File: config.mk
export PLATFORM = sky130hd
export DESIGN_NAME = instr_fetch
export DESIGN_NICKNAME = d
export VERILOG_FILES = /design/src/rtl/instr_fetch_pkg.sv /design/src/rtl/instr_fetch_fifo.sv /design/src/rtl/instr_fetch.sv
export SDC_FILE = /design/constraint.sdc
export NUM_CORES = 1
export LEC_CHECK = 0
export BUFFER_PORTS_ARGS = -buffer_cell sky130_fd_sc_hd__buf_2
export CAP_MARGIN = 20
export CORE_ASPECT_RATIO = 1.1
export CORE_MARGIN = 8
export CORE_UTILIZATION = 60
export CTS_BUF_LIST = sky130_fd_sc_hd__clkbuf_8 sky130_fd_sc_hd__clkbuf_16
export DETAILED_ROUTE_END_ITERATION = 8
export HOLD_SLACK_MARGIN = 0.06
export PLACE_DENSITY = 0.86
export SLEW_MARGIN = 20
export SYNTH_ARGS = -nofsm -noshare
export SYNTH_HDL_FRONTEND = slang
export SYNTH_SLANG_ARGS = --single-unit
File: constraint.sdc
create_clock -name clk -period 17.3 [get_ports clk]
set_clock_uncertainty 0.1 [all_clocks]
set_input_delay 0.865 -clock clk [delete_from_list [all_inputs] [get_ports clk]]
set_output_delay 0.865 -clock clk [all_outputs]
set_load 0.03 [all_outputs]
File: src/rtl/instr_fetch_pkg.sv
// Shared definitions for the instruction fetch unit: fetch geometry,
// memory size default and the fetch-control state encoding.
package instr_fetch_pkg;

  localparam int unsigned INSTR_BYTES        = 4;
  localparam int unsigned IMEM_BYTES_DEFAULT = 64;
  localparam int unsigned PC_W               = 64;
  localparam int unsigned INSTR_W            = 32;
  localparam int unsigned ENTRY_W            = PC_W + INSTR_W;

  typedef enum logic [1:0] {
    RUN   = 2'd0,
    END   = 2'd1,
    FAULT = 2'd2
  } fetch_state_e;

endpackage

File: src/rtl/instr_fetch_fifo.sv
// Two-entry FIFO holding {pc, instr} pairs between fetch and decode.
// Only the occupancy/pointer control is reset; the payload storage is not.
module fetch_fifo #(
  parameter int unsigned DATA_W = 96
) (
  input  logic              clk,
  input  logic              rst,
  input  logic              push,
  input  logic              pop,
  input  logic              flush,
  input  logic [DATA_W-1:0] push_data,
  output logic [1:0]        count,
  output logic [DATA_W-1:0] head_data
);

  logic [DATA_W-1:0] mem_q [2];
  logic              head_q;
  logic [1:0]        count_q;
  logic              wr_idx;

  // Tail slot is head + count (mod 2); with count=2 and a pop, the slot
  // being vacated by the head receives the new entry, preserving order.
  assign wr_idx    = head_q ^ count_q[0];
  assign count     = count_q;
  assign head_data = mem_q[head_q];

  always_ff @(posedge clk or posedge rst) begin
    if (rst) begin
      head_q  <= 1'b0;
      count_q <= 2'd0;
    end else if (flush) begin
      head_q  <= 1'b0;
      count_q <= 2'd0;
    end else begin
      if (pop) head_q <= ~head_q;
      case ({push, pop})
        2'b10:   count_q <= count_q + 2'd1;
        2'b01:   count_q <= count_q - 2'd1;
        default: count_q <= count_q;
      endcase
    end
  end

  always_ff @(posedge clk) begin
    if (push && !flush) mem_q[wr_idx] <= push_data;
  end

endmodule

File: src/rtl/instr_fetch.sv
// Instruction fetch: PC and RUN/END/FAULT control feeding a two-entry
// buffer toward decode, with branch redirect and misalignment trapping.
module instr_fetch
  import instr_fetch_pkg::*;
#(
  parameter int unsigned IMEM_BYTES = IMEM_BYTES_DEFAULT
) (
  input  logic        clk,
  input  logic        rst,
  output logic [63:0] imem_addr,
  input  logic [31:0] imem_data,
  input  logic        branch_valid,
  input  logic [63:0] branch_target,
  output logic        if_valid,
  input  logic        if_ready,
  output logic [31:0] if_instr,
  output logic [63:0] if_pc,
  output logic        done,
  output logic        fault
);

  localparam logic [63:0] MEM_LIMIT = 64'(IMEM_BYTES);
  localparam logic [63:0] STEP      = 64'(INSTR_BYTES);

  fetch_state_e       state_q;
  logic [63:0]        pc_q;
  logic [63:0]        pc_next;
  logic               done_q;
  logic               fault_q;
  logic               redirect;
  logic               target_aligned;
  logic               pop;
  logic               fetch;
  logic [1:0]         count;
  logic [ENTRY_W-1:0] head_data;

  assign pc_next        = pc_q + STEP;
  assign target_aligned = (branch_target[1:0] == 2'b00);
  // Redirects are dead once faulted; only reset recovers.
  assign redirect       = branch_valid && (state_q != FAULT);
  assign if_valid       = (count != 2'd0);
  assign pop            = if_valid && if_ready;
  assign fetch          = (state_q == RUN) && !branch_valid &&
                          ((count != 2'd2) || pop);

  fetch_fifo #(
    .DATA_W (ENTRY_W)
  ) u_fifo (
    .clk       (clk),
    .rst       (rst),
    .push      (fetch),
    .pop       (pop),
    .flush     (redirect),
    .push_data ({pc_q, imem_data}),
    .count     (count),
    .head_data (head_data)
  );

  // Payload storage is unreset, so outputs are masked while the buffer is empty.
  assign if_instr  = if_valid ? head_data[INSTR_W-1:0] : '0;
  assign if_pc     = if_valid ? head_data[ENTRY_W-1:INSTR_W] : '0;
  assign imem_addr = pc_q;
  assign done      = done_q;
  assign fault     = fault_q;

  always_ff @(posedge clk or posedge rst) begin
    if (rst) begin
      state_q <= RUN;
      pc_q    <= '0;
      done_q  <= 1'b0;
      fault_q <= 1'b0;
    end else begin
      case (state_q)
        RUN, END: begin
          if (redirect && !target_aligned) begin
            state_q <= FAULT;
            done_q  <= 1'b0;
            fault_q <= 1'b1;
          end else if (redirect) begin
            pc_q <= branch_target;
            if (branch_target >= MEM_LIMIT) begin
              state_q <= END;
              done_q  <= 1'b1;
            end else begin
              state_q <= RUN;
              done_q  <= 1'b0;
            end
          end else if (fetch) begin
            pc_q <= pc_next;
            if (pc_next == MEM_LIMIT) begin
              state_q <= END;
              done_q  <= 1'b1;
            end
          end
        end
        FAULT: begin
          state_q <= FAULT;
          done_q  <= 1'b0;
          fault_q <= 1'b1;
        end
        default: begin
          state_q <= FAULT;
          done_q  <= 1'b0;
          fault_q <= 1'b1;
        end
      endcase
    end
  end

endmodule

# Word level (Yosys, flattened, before mapping)
# Memory sizes are Yosys's and may differ from the RTL's.
# Index checks and enable logic that the tools add are counted.
dict set report classes {
  n_addsub 3
  bitwise 3
  n_reduce_logical 19
  eq_ne 9
  order_cmp 1
  mux 24
}
# operator n
set op_table {}
lappend op_table {{$mux W64} 3}
lappend op_table {{$add A64 B3 Y64 const B} 1}
lappend op_table {{$eq A64 B7 Y1 const B} 1}
lappend op_table {{$ge A64 B7 Y1 const B} 1}
lappend op_table {{$mux W32} 1}
lappend op_table {{$mux W1} 13}
lappend op_table {{$mux W2} 6}
lappend op_table {{$logic_and A1 B1 Y1} 6}
lappend op_table {{$ne A2 B2 Y1 const B} 3}
lappend op_table {{$reduce_bool A2 Y1} 3}
lappend op_table {{$eq A2 B1 Y1 const B} 2}
lappend op_table {{$logic_not A2 Y1} 2}
lappend op_table {{$ne A4 B3 Y1 const B} 1}
lappend op_table {{$ne A4 B4 Y1 const B} 1}
lappend op_table {{$pmux W2 S2} 1}
lappend op_table {{$logic_not A1 Y1} 3}
lappend op_table {{$reduce_and A3 Y1} 1}
lappend op_table {{$reduce_bool A3 Y1} 1}
lappend op_table {{$add A2 B1 Y2 const B} 1}
lappend op_table {{$eq A2 B2 Y1 const B} 1}
lappend op_table {{$not A1 Y1} 2}
lappend op_table {{$reduce_and A2 Y1} 1}
lappend op_table {{$reduce_or A2 Y1} 1}
lappend op_table {{$sub A2 B1 Y2 const B} 1}
lappend op_table {{other kinds (2)} 2}
dict set report word_totals {
  in_bits 100
  ramBits 192
  ff_bits 71
  word_cells 66
  n_memories 1
  out_inout_bits 163
}
# name words word_bits read_ports rd_ports_with_merged_regs wr line_no
set memory_table {}
lappend memory_table {u_fifo.mem_q 2 96 1 0 1 instr_fetch_fifo.sv:16} ;# logic [DATA_W-1:0] mem_q [2];

# Longest topological paths before layout
# Gate-level depths: netlist of the first run.
dict set report logic_depth {
  word_depth 8
  ltp_mapped 12
  ltp_nobuf 9
}

# By module
# A second synthesis of the first run with hierarchy kept.
dict set report unflattened {
  cells_unflattened 1143
  hier_area_um2 13097.6
}
# module seq_area_each_um2 instances area_per_inst_um2 cells_per_inst
set modules_own_cells {}
lappend modules_own_cells {fetch_fifo 5840.6 1 7175.6 317}
lappend modules_own_cells {instr_fetch 1676.6 1 5921.9 826}

# Least setup slack after synthesis of the first run
# Ideal clock, no wire load.
dict set report synth_timing {
  path_type {in2reg}
  from {in branch_valid}
  to {mem u_fifo.mem_q[1][0] (enable)}
  path_slack_ns 10.739
  t_arrival_ns 5.909
  setup_ns 0.552
  cell_stages 6
  required_time_ns 16.648
  n_path_buf 3
  cell_sequence {or3_1 > clkbuf_1 > a21o_1 > clkbuf_1 > clkbuf_1 > nor2_1}
}
dict set report synth_via {
  elab_chain_len 6
  elab_cells_between_ends 8
  classes_between {mux: 2; reduce/logical: 6}
}
# element line_no
set synth_lines {}
lappend synth_lines {{from (decl)} instr_fetch.sv:12} ;# input logic branch_valid,
lappend synth_lines {{$logic_not A1 Y1} instr_fetch.sv:43} ;# assign fetch = (state_q == RUN) && !branch_valid &&
lappend synth_lines {{$logic_and A1 B1 Y1 (2 in a row)} instr_fetch.sv:43}
lappend synth_lines {{$logic_and A1 B1 Y1 (*)} instr_fetch_fifo.sv:45} ;# if (push && !flush) mem_q[wr_idx] <= push_data;
lappend synth_lines {{$mux W1 (*)} instr_fetch_fifo.sv:45}
lappend synth_lines {{$mux W1 (implied by the code) (*)} instr_fetch_fifo.sv:45}
lappend synth_lines {{to (decl)} instr_fetch_fifo.sv:16}
# Every way passes the cells marked *; elsewhere a longest branch is shown, timed or not.

# Final worst setup path of the first run
dict set report layout_timing {
  from {reg u_fifo.head_q}
  to {out if_pc[3]}
}
dict set report layout_via {
  elab_chain_len 2
}
# element line_no
set layout_lines {}
lappend layout_lines {{from (decl)} instr_fetch_fifo.sv:17} ;# logic head_q;
lappend layout_lines {{from (signal assigned)} instr_fetch_fifo.sv:35} ;# if (pop) head_q <= ~head_q;
lappend layout_lines {{$mem_v2 Z2 W96} -}
lappend layout_lines {{$mux W64} instr_fetch.sv:61} ;# assign if_pc = if_valid ? head_data[ENTRY_W-1:INSTR_W] : '0;
lappend layout_lines {{to (decl)} instr_fetch.sv:17} ;# output logic [63:0] if_pc,
# No other way between the ends.

==> load_flow_metrics.sql, run 1 <==
INSERT INTO impl_metrics (metric_group, metric, value, unit) VALUES
('detailed_routing', 'tritonroute_pass_1_iters', '6', ''),
('die', 'die_width', '155', 'µm'),
('layout', 'fill_cells', '1583', ''),
('clocking', 'max_clock_buf_depth', '3', ''),
('worst_setup_path', 'cp-startpoint', 'u_fifo.head_q', ''),
('synthesis', 'synth.yosys.seq_area_share', '58.7', '%'),
('worst_setup_path', 'timing.critical_path.max_delay_family', 'buffers and inverters', ''),
('timing', 'timing.final.max_slew_violations', '0', ''),
('clocking', 'cts_hold_buf', '0', ''),
('worst_setup_path', 'required', '16.33', 'ns'),
('die', 'core_ar', '21200', 'µm²'),
('die', 'die_height', '169', 'µm'),
('power_and_ir_drop', 'power.leakage', '0.00600', 'µW'),
('place', 'dpl.hpwl', '25900', 'µm'),
('power_and_ir_drop', 'ir_worst_vdd', '0.0000783', 'V'),
('detailed_routing', 'routed_wl', '37500', 'µm'),
('worst_setup_path', 'worstSetupPathType', 'reg2out', ''),
('synthesis', 'ys_dominant_reg_cell', 'sky130_fd_sc_hd__edfxtp_1', ''),
('die', 'i_o_pin_count', '263', ''),
('run_status', 'run_status', 'complete, no violations', ''),
('worst_setup_path', 'crit_fanout', '61', ''),
('clocking', 'post-cts-setup-buffer-count', '0', ''),
('timing', 'slew_headroom', '28.4', '%'),
('global_route', 'grt_pass1_wl', '58100', 'µm'),
('power_and_ir_drop', 'power_frac_comb', '17.1', '%'),
('die', 'starting_density', '60.5', '%'),
('timing', 'unrepaired_setup_endpoints_after_global_routing', 'no', ''),
('timing', 'final-setup-viol-count', '0', ''),
('timing', 'final-hold-violation-count', '0', ''),
('worst_setup_path', 'crit_chain', 'buf_4 -> mux2i_1 -> nor2_1 -> buf_2', ''),
('clocking', 'clock-root-buffer', 'sky130_fd_sc_hd__clkbuf_16', ''),
('global_route', 'grt_antenna_before_repair', '1', ''),
('detailed_routing', 'detailroute.via_count', '10700', ''),
('worst_setup_path', 'capturing_element_type_of_the_critical_path', 'output pin', ''),
('power_and_ir_drop', 'switching_power', '479', 'µW'),
('power_and_ir_drop', 'power.share.switching', '29.5', '%'),
('timing', 'maximum_clock_frequency', '0.249', 'GHz'),
('global_route', 'grt-ovfl-total', '0', ''),
('detailed_routing', 'post_drt_wl_per_cell', '22.0', 'µm'),
('clocking', 'cts_buffers', '26', ''),
('die', 'fp-row-count', '56', ''),
('run', 'drv.max_cap_violation_count', '0', ''),
('clocking', 'cts_repair_resize_count', '0', ''),
('clocking', 'cts_tree', 'built', ''),
('synthesis', 'post_synthesis_sequential_element_count', '262', ''),
('power_and_ir_drop', 'cellInternalPower', '1140', 'µW'),
('clocking', 'cts.reportedPaths.clkPinSlew', '0.06', 'ns'),
('detailed_routing', 'via_density', '6.30', ''),
('synthesis', 'synth-edff-count', '192', ''),
('timing', 'transition_time_at_the_pin_with_the_least_slew_margin', '1.07', 'ns'),
('power_and_ir_drop', 'p_seq_share', '48.9', '%'),
('place', 'detailed_place.area', '14300', 'µm²'),
('detailed_routing', 'drc', '0', ''),
('worst_hold_path', 'min-delay-path-class', 'reg2reg', ''),
('layout', 'n_antenna_cell', '0', ''),
('layout', 'final_nets', '1492', ''),
('worst_setup_path', 'critical_path_arrival', '3.06', 'ns'),
('clocking', 'clock_sink_count', '262', ''),
('synthesis', 'syn_avg_cell_area', '10.9', 'µm²'),
('detailed_routing', 'detailedRoute.firstIterationViolations', '1076', ''),
('worst_hold_path', 'min_from', 'fault', ''),
('clocking', 'htree_num_levels', '1', ''),
('synthesis', 'synth.cell_area', '12800', 'µm²'),
('layout', 'finalInstanceArea', '15100', 'µm²'),
('detailed_routing', 'final_antenna_net_count', '0', ''),
('place', 'routabilityCongestion', '0.956', ''),
('layout', 'final_layout_size_suffix_gt1_share', '23.5', '%'),
('place', 'port-buffer-count', '262', ''),
('synthesis', 'netlist-cell-type-count', '59', ''),
('layout', 'layout-area-overhead-vs-synth', '18.1', '%'),
('worst_setup_path', 'max_stage_delay', '0.93', 'ns');
[layer usage]
layer  GRT usage (%)  wire (µm)
met1            35.6      14700
met2            47.7      18500
met3            5.15       3360
met4            8.23        930
met5               0         13
[power by group through the flow]
stage	combinational [µW]	sequential, µW	clock (µW)
finish	278	794	552
global route	298	802	583
CTS	279	792	558
detailed placement	277	805	0
global placement	273	802	0
floorplan	183	800	0
[cell type report]
type	instances	area, µm²	share of cell area, %
well taps	290	363	2.40
clock buffers	32	744	4.93
clock inverters	16	104	0.687
inverters	21	78.8	0.522
multi-input cells	807	4910	32.5
repair buffers	273	1390	9.22
flip-flops and latches	262	7520	49.8
[cell families (layout without fill, tap and decap cells)]
group / after synthesis / after routing / share of synthesized area (%)
adder cells (fa/ha/maj): 1 / 1 / 0.0977
AND/OR/NAND/NOR: 489 / 489 / 18.8
flip-flops: 262 / 262 / 58.7
AO/OA/AOI/OAI: 196 / 196 / 9.96
multiplexers: 99 / 99 / 7.75
XOR/XNOR: 22 / 22 / 1.51
buffers and inverters: 102 / 342 / 3.19
[per-stage QoR]
step | utilization [%] | cells | power, µW | setup WS (ns) | hold WS (ns)
final | 71.4 | 1701 | 1620 | 13.28 | 0.402
after global routing | 71.4 | 1701 | 1680 | 13.15 | 0.409
after CTS | 71.4 | 1701 | 1630 | 13.27 | 0.402
after detailed placement | 67.4 | 1653 | 1080 | 13.35 | 0.361
after global placement | 67.4 | 1653 | 1080 | 13.39 | 0.358
after floorplan | - | 1171 | 983 | 10.74 | 0.413
[sequential cells by signal (all words and copies together), names as in the netlist]
name           cells
fault              1
u_fifo.mem_q     192
imem_addr         64
u_fifo.head_q      1
state_q            2
u_fifo.count       2
[worst paths after layout]
| kind | cells after the start | slack, ns | to |
|---|---|---|---|
| hold / removal | 1 | 0.40 | fault |
| setup reg to reg | 8 | 13.70 | state_q[0] |
| hold reg to reg | 1 | 0.40 | fault |
| setup / recovery | 4 | 13.28 | if_pc[3] |
| max in group asynchronous | 3 | 15.89 | u_fifo.head_q |
| min in group asynchronous | 3 | 0.54 | u_fifo.head_q |
[cells in the mapped netlist, drive strengths merged (4+ instances only)]
cell	instances	area, µm²
and4	10	87.6
a311oi	4	35.0
dfrtp	70	1750
xor2	4	35.0
or3	13	81.3
o21a	4	30.0
mux2i	98	981
nand3	40	205
buf	22	108
nor3	35	175
o22ai	5	31.3
a21o	6	45.0
nand4	39	259
a31oi	9	56.3
nor3b	4	30.0
o211ai	5	37.5
nand2	107	402
a32oi	10	87.6
nor2	146	548
inv	21	78.8
and3	14	87.6
o21ai	66	330
or4	6	48.8
nor4	52	332
edfxtp	192	5770
a22oi	7	52.6
o311ai	10	87.6
and2	14	87.6
a221o	10	100
a21oi	37	185
clkbuf	59	221
xnor2	18	158
[worst register-to-register path, stage by stage (launching register included)]
cell,delay [ns]
sky130_fd_sc_hd__dfrtp_1,0.67
sky130_fd_sc_hd__nand4_1,0.53
sky130_fd_sc_hd__nor4_1,1.00
sky130_fd_sc_hd__xor2_1,0.15
sky130_fd_sc_hd__nor4_1,0.37
sky130_fd_sc_hd__o22ai_1,0.16
sky130_fd_sc_hd__nor4_1,0.31
sky130_fd_sc_hd__nand4_1,0.16
sky130_fd_sc_hd__nand2_1,0.09
[cell usage in the layout, fill, tap and decap left out, types with 7 or more instances in the layout]
master                      synthesis  final
sky130_fd_sc_hd__and3_1            14     14
sky130_fd_sc_hd__xnor2_1           18     18
sky130_fd_sc_hd__mux2i_1           98     98
sky130_fd_sc_hd__nor4_1            51     50
sky130_fd_sc_hd__dfrtp_1           70     69
sky130_fd_sc_hd__nand4_1           38     38
sky130_fd_sc_hd__and2_1            14     13
sky130_fd_sc_hd__and4_1            10     10
sky130_fd_sc_hd__inv_1             21     28
sky130_fd_sc_hd__edfxtp_1         192    192
sky130_fd_sc_hd__buf_2              8    262
sky130_fd_sc_hd__nor3_1            35     35
sky130_fd_sc_hd__clkbuf_16          0     27
sky130_fd_sc_hd__nand2_1          107    107
sky130_fd_sc_hd__a22oi_1            7      7
sky130_fd_sc_hd__o21ai_0           65     65
sky130_fd_sc_hd__a21oi_1           37     36
sky130_fd_sc_hd__or3_1             13     13
sky130_fd_sc_hd__nor2_1           146    143
sky130_fd_sc_hd__o311ai_0          10     10
sky130_fd_sc_hd__a221o_1           10     10
sky130_fd_sc_hd__nand3_1           39     39
sky130_fd_sc_hd__a32oi_1           10     10
sky130_fd_sc_hd__buf_4              0     11
sky130_fd_sc_hd__a31oi_1            9      9
(Power assumes the default switching activity.)
==> run 2: changes to the inputs <==
Settings changed: CORE_UTILIZATION 60 to 50, PLACE_DENSITY 0.86 to 0.77.
Clock period 17.3 ns to 3.4 ns, I/O delays scaled along.
==> load_flow_metrics.sql, run 2 (synthesized netlist as in run 1, its figures left out) <==
INSERT INTO impl_metrics (metric_group, metric, value, unit) VALUES
('worst_setup_path', 'worstSetupPathType', 'reg2reg', ''),
('clocking', 'htree_num_levels', '1', ''),
('detailed_routing', 'detailedRoute.firstIterationViolations', '1019', ''),
('detailed_routing', 'post_drt_wl_per_cell', '21.8', 'µm'),
('layout', 'final_common_cell', 'sky130_fd_sc_hd__buf_2', ''),
('clocking', 'cts.reportedPaths.clkPinSlew', '0.06', 'ns'),
('power_and_ir_drop', 'cellInternalPower', '6280', 'µW'),
('timing', 'final.period_utilization', '94.9', '%'),
('power_and_ir_drop', 'power.leakage', '0.00674', 'µW'),
('layout', 'n_antenna_cell', '0', ''),
('die', 'i_o_pin_count', '263', ''),
('place', 'port-buffer-count', '262', ''),
('power_and_ir_drop', 'ir_worst_vdd', '0.000514', 'V'),
('die', 'die_width', '169', 'µm'),
('layout', 'fill_cells', '1890', ''),
('layout', 'commonest_cells_after_routing_fill_and_taps_aside', '262 x sky130_fd_sc_hd__buf_2, 192 x sky130_fd_sc_hd__edfxtp_1, 143 x sky130_fd_sc_hd__nor2_1', ''),
('timing', 'timing.final.max_slew_violations', '0', ''),
('die', 'starting_density', '50.7', '%'),
('clocking', 'cts_buffers', '28', ''),
('detailed_routing', 'drc', '0', ''),
('timing', 'sum_neg_setup_slack', '0', 'ns'),
('worst_hold_path', 'min-delay-path-class', 'in2reg', ''),
('power_and_ir_drop', 'p_seq_share', '44.1', '%'),
('global_route', 'grt_use_total', '26.1', '%'),
('layout', 'area_of_combinational_cells_with_multiple_inputs', '4920', 'µm²'),
('detailed_routing', 'routed_wl', '41600', 'µm'),
('die', 'core_ar', '25300', 'µm²'),
('timing', 'maximum_clock_frequency', '0.310', 'GHz'),
('timing', 'transition_time_at_the_pin_with_the_least_slew_margin', '0.924', 'ns'),
('worst_setup_path', 'capturing_element_type_of_the_critical_path', 'flip-flop', ''),
('die', 'die_area', '31000', 'µm²'),
('power_and_ir_drop', 'power', '8800', 'µW'),
('global_route', 'grt-ovfl-total', '0', ''),
('timing', 'final-hold-violation-count', '0', ''),
('global_route', 'grt_antenna_before_repair', '0', ''),
('die', 'fp-row-count', '61', ''),
('worst_setup_path', 'worst-r2r-cell-count', '8', ''),
('clocking', 'cts_tree', 'built', ''),
('global_route', 'grt_max_degree', '98', ''),
('detailed_routing', 'via_density', '5.90', ''),
('layout', 'number_of_flip_flops_in_the_largest_register', '192', ''),
('detailed_routing', 'tritonroute_pass_1_iters', '5', ''),
('global_route', 'grt_pass1_wl', '63900', 'µm'),
('layout', 'final_nets', '1640', ''),
('power_and_ir_drop', 'power.share.switching', '28.6', '%'),
('timing', 'unrepaired_setup_endpoints_after_global_routing', 'no', ''),
('layout', 'layout-area-overhead-vs-synth', '31.0', '%'),
('global_route', 'number_of_global_route_vias_before_repair', '11200', ''),
('power_and_ir_drop', 'switching_power', '2520', 'µW'),
('worst_setup_path', 'critical_path.startpoint_type', 'flip-flop', ''),
('place', 'dpl.hpwl', '28400', 'µm'),
('detailed_routing', 'detailroute.via_count', '11300', ''),
('layout', 'largest_register', 'u_fifo.mem_q', ''),
('timing', 'final-setup-viol-count', '0', ''),
('power_and_ir_drop', 'power_share_of_the_clock_group', '36.2', '%'),
('clocking', 'clk-insertion-delay-late', '0.53', 'ns'),
('clocking', 'clock_sink_count', '262', ''),
('power_and_ir_drop', 'power_frac_comb', '19.7', '%'),
('timing', 'hold_ws', '0.0918', 'ns'),
('worst_hold_path', 'min_delay_path_depth', '4', ''),
('clocking', 'clock-root-buffer', 'sky130_fd_sc_hd__clkbuf_16', ''),
('timing', 'slew_headroom', '38.2', '%'),
('layout', 'final_layout_size_suffix_gt1_share', '24.7', '%'),
('timing', 'finalWorstPathRequiredPeriod', '3.23', 'ns'),
('run', 'drv.max_cap_violation_count', '0', ''),
('die', 'die_height', '184', 'µm'),
('worst_setup_path', 'required', '3.77', 'ns'),
('detailed_routing', 'final_antenna_net_count', '0', ''),
('layout', 'area.sequential', '7520', 'µm²'),
('power_and_ir_drop', 'power.density', '525', 'nW/µm²'),
('worst_setup_path', 'crit_fanout', '8', ''),
('place', 'routabilityCongestion', '0.947', ''),
('clocking', 'max_clock_buf_depth', '3', ''),
('worst_setup_path', 'critical_path_arrival', '3.59', 'ns'),
('clocking', 'post-cts-setup-buffer-count', '0', ''),
('run_status', 'run_status', 'complete, no violations', '');
## run 2: stage by stage
stage | utilization [%] | area (µm²) | worst slack (ns) | cells
after floorplan | - | 12800 | 0.00566 | 1171
after global placement | 58.5 | 14800 | 0.250 | 1754
after detailed placement | 58.5 | 14800 | 0.146 | 1754
after CTS | 66.4 | 16800 | 0.134 | 1907
after global routing | 66.4 | 16800 | 0.00213 | 1907
final | 66.4 | 16800 | 0.174 | 1907
## run 2: repair_timing
action,CTS,global route
hold endpoints to repair,162,0
hold buffers,101,0
gates resized for setup,0,2
setup endpoints to repair,0,1
## run 2: power groups by stage
stage,Combinational (µW),Clock [µW],Sequential [µW]
final,1740,3180,3880
after global routing,1850,3360,3910
after CTS,1730,3230,3880
after detailed placement,1620,0,3940
after global placement,1610,0,3930
after floorplan,934,0,4070
## run 2: path summary, 6_finish.rpt
check / from / end / slack, ns
max: imem_addr[12] / state_q[0] / 0.17
min: branch_target[1] / imem_addr[1] / 0.09
max reg2reg: imem_addr[12] / state_q[0] / 0.17
min reg2reg: fault / fault / 0.42
max in group asynchronous: rst / imem_addr[18] / 2.08
min in group asynchronous: rst / imem_addr[2] / 0.25
## run 2: routing by layer
metal | up-vias | GRT usage [%] | part of all wire [%]
met2 | 530 | 44.8 | 49
met4 | 0 | 8.93 | 3.1
met5 | - | 0 | 0
met1 | 5475 | 32.8 | 40
li1 | 5163 | - | -
met3 | 86 | 4.83 | 7.7
## run 2: cell type report
| type | count | share of cell area, % |
|---|---|---|
| clock buffer | 34 | 4.74 |
| clock inverter | 18 | 1.12 |
| inverter | 21 | 0.470 |
| multi-input combinational | 807 | 29.3 |
| sequential | 262 | 44.8 |
| tap | 346 | 2.58 |
| timing repair buffer | 419 | 16.9 |
## run 2: worst max-delay path: stages (launching register included)
cell                      delay [ns]
sky130_fd_sc_hd__dfrtp_1        0.46
sky130_fd_sc_hd__nand4_1        0.36
sky130_fd_sc_hd__or4_4          0.69
sky130_fd_sc_hd__or4_1          0.61
sky130_fd_sc_hd__xor2_1         0.24
sky130_fd_sc_hd__nand4_1        0.12
sky130_fd_sc_hd__nor4_1         0.34
sky130_fd_sc_hd__nand4_1        0.14
sky130_fd_sc_hd__nand2_1        0.09
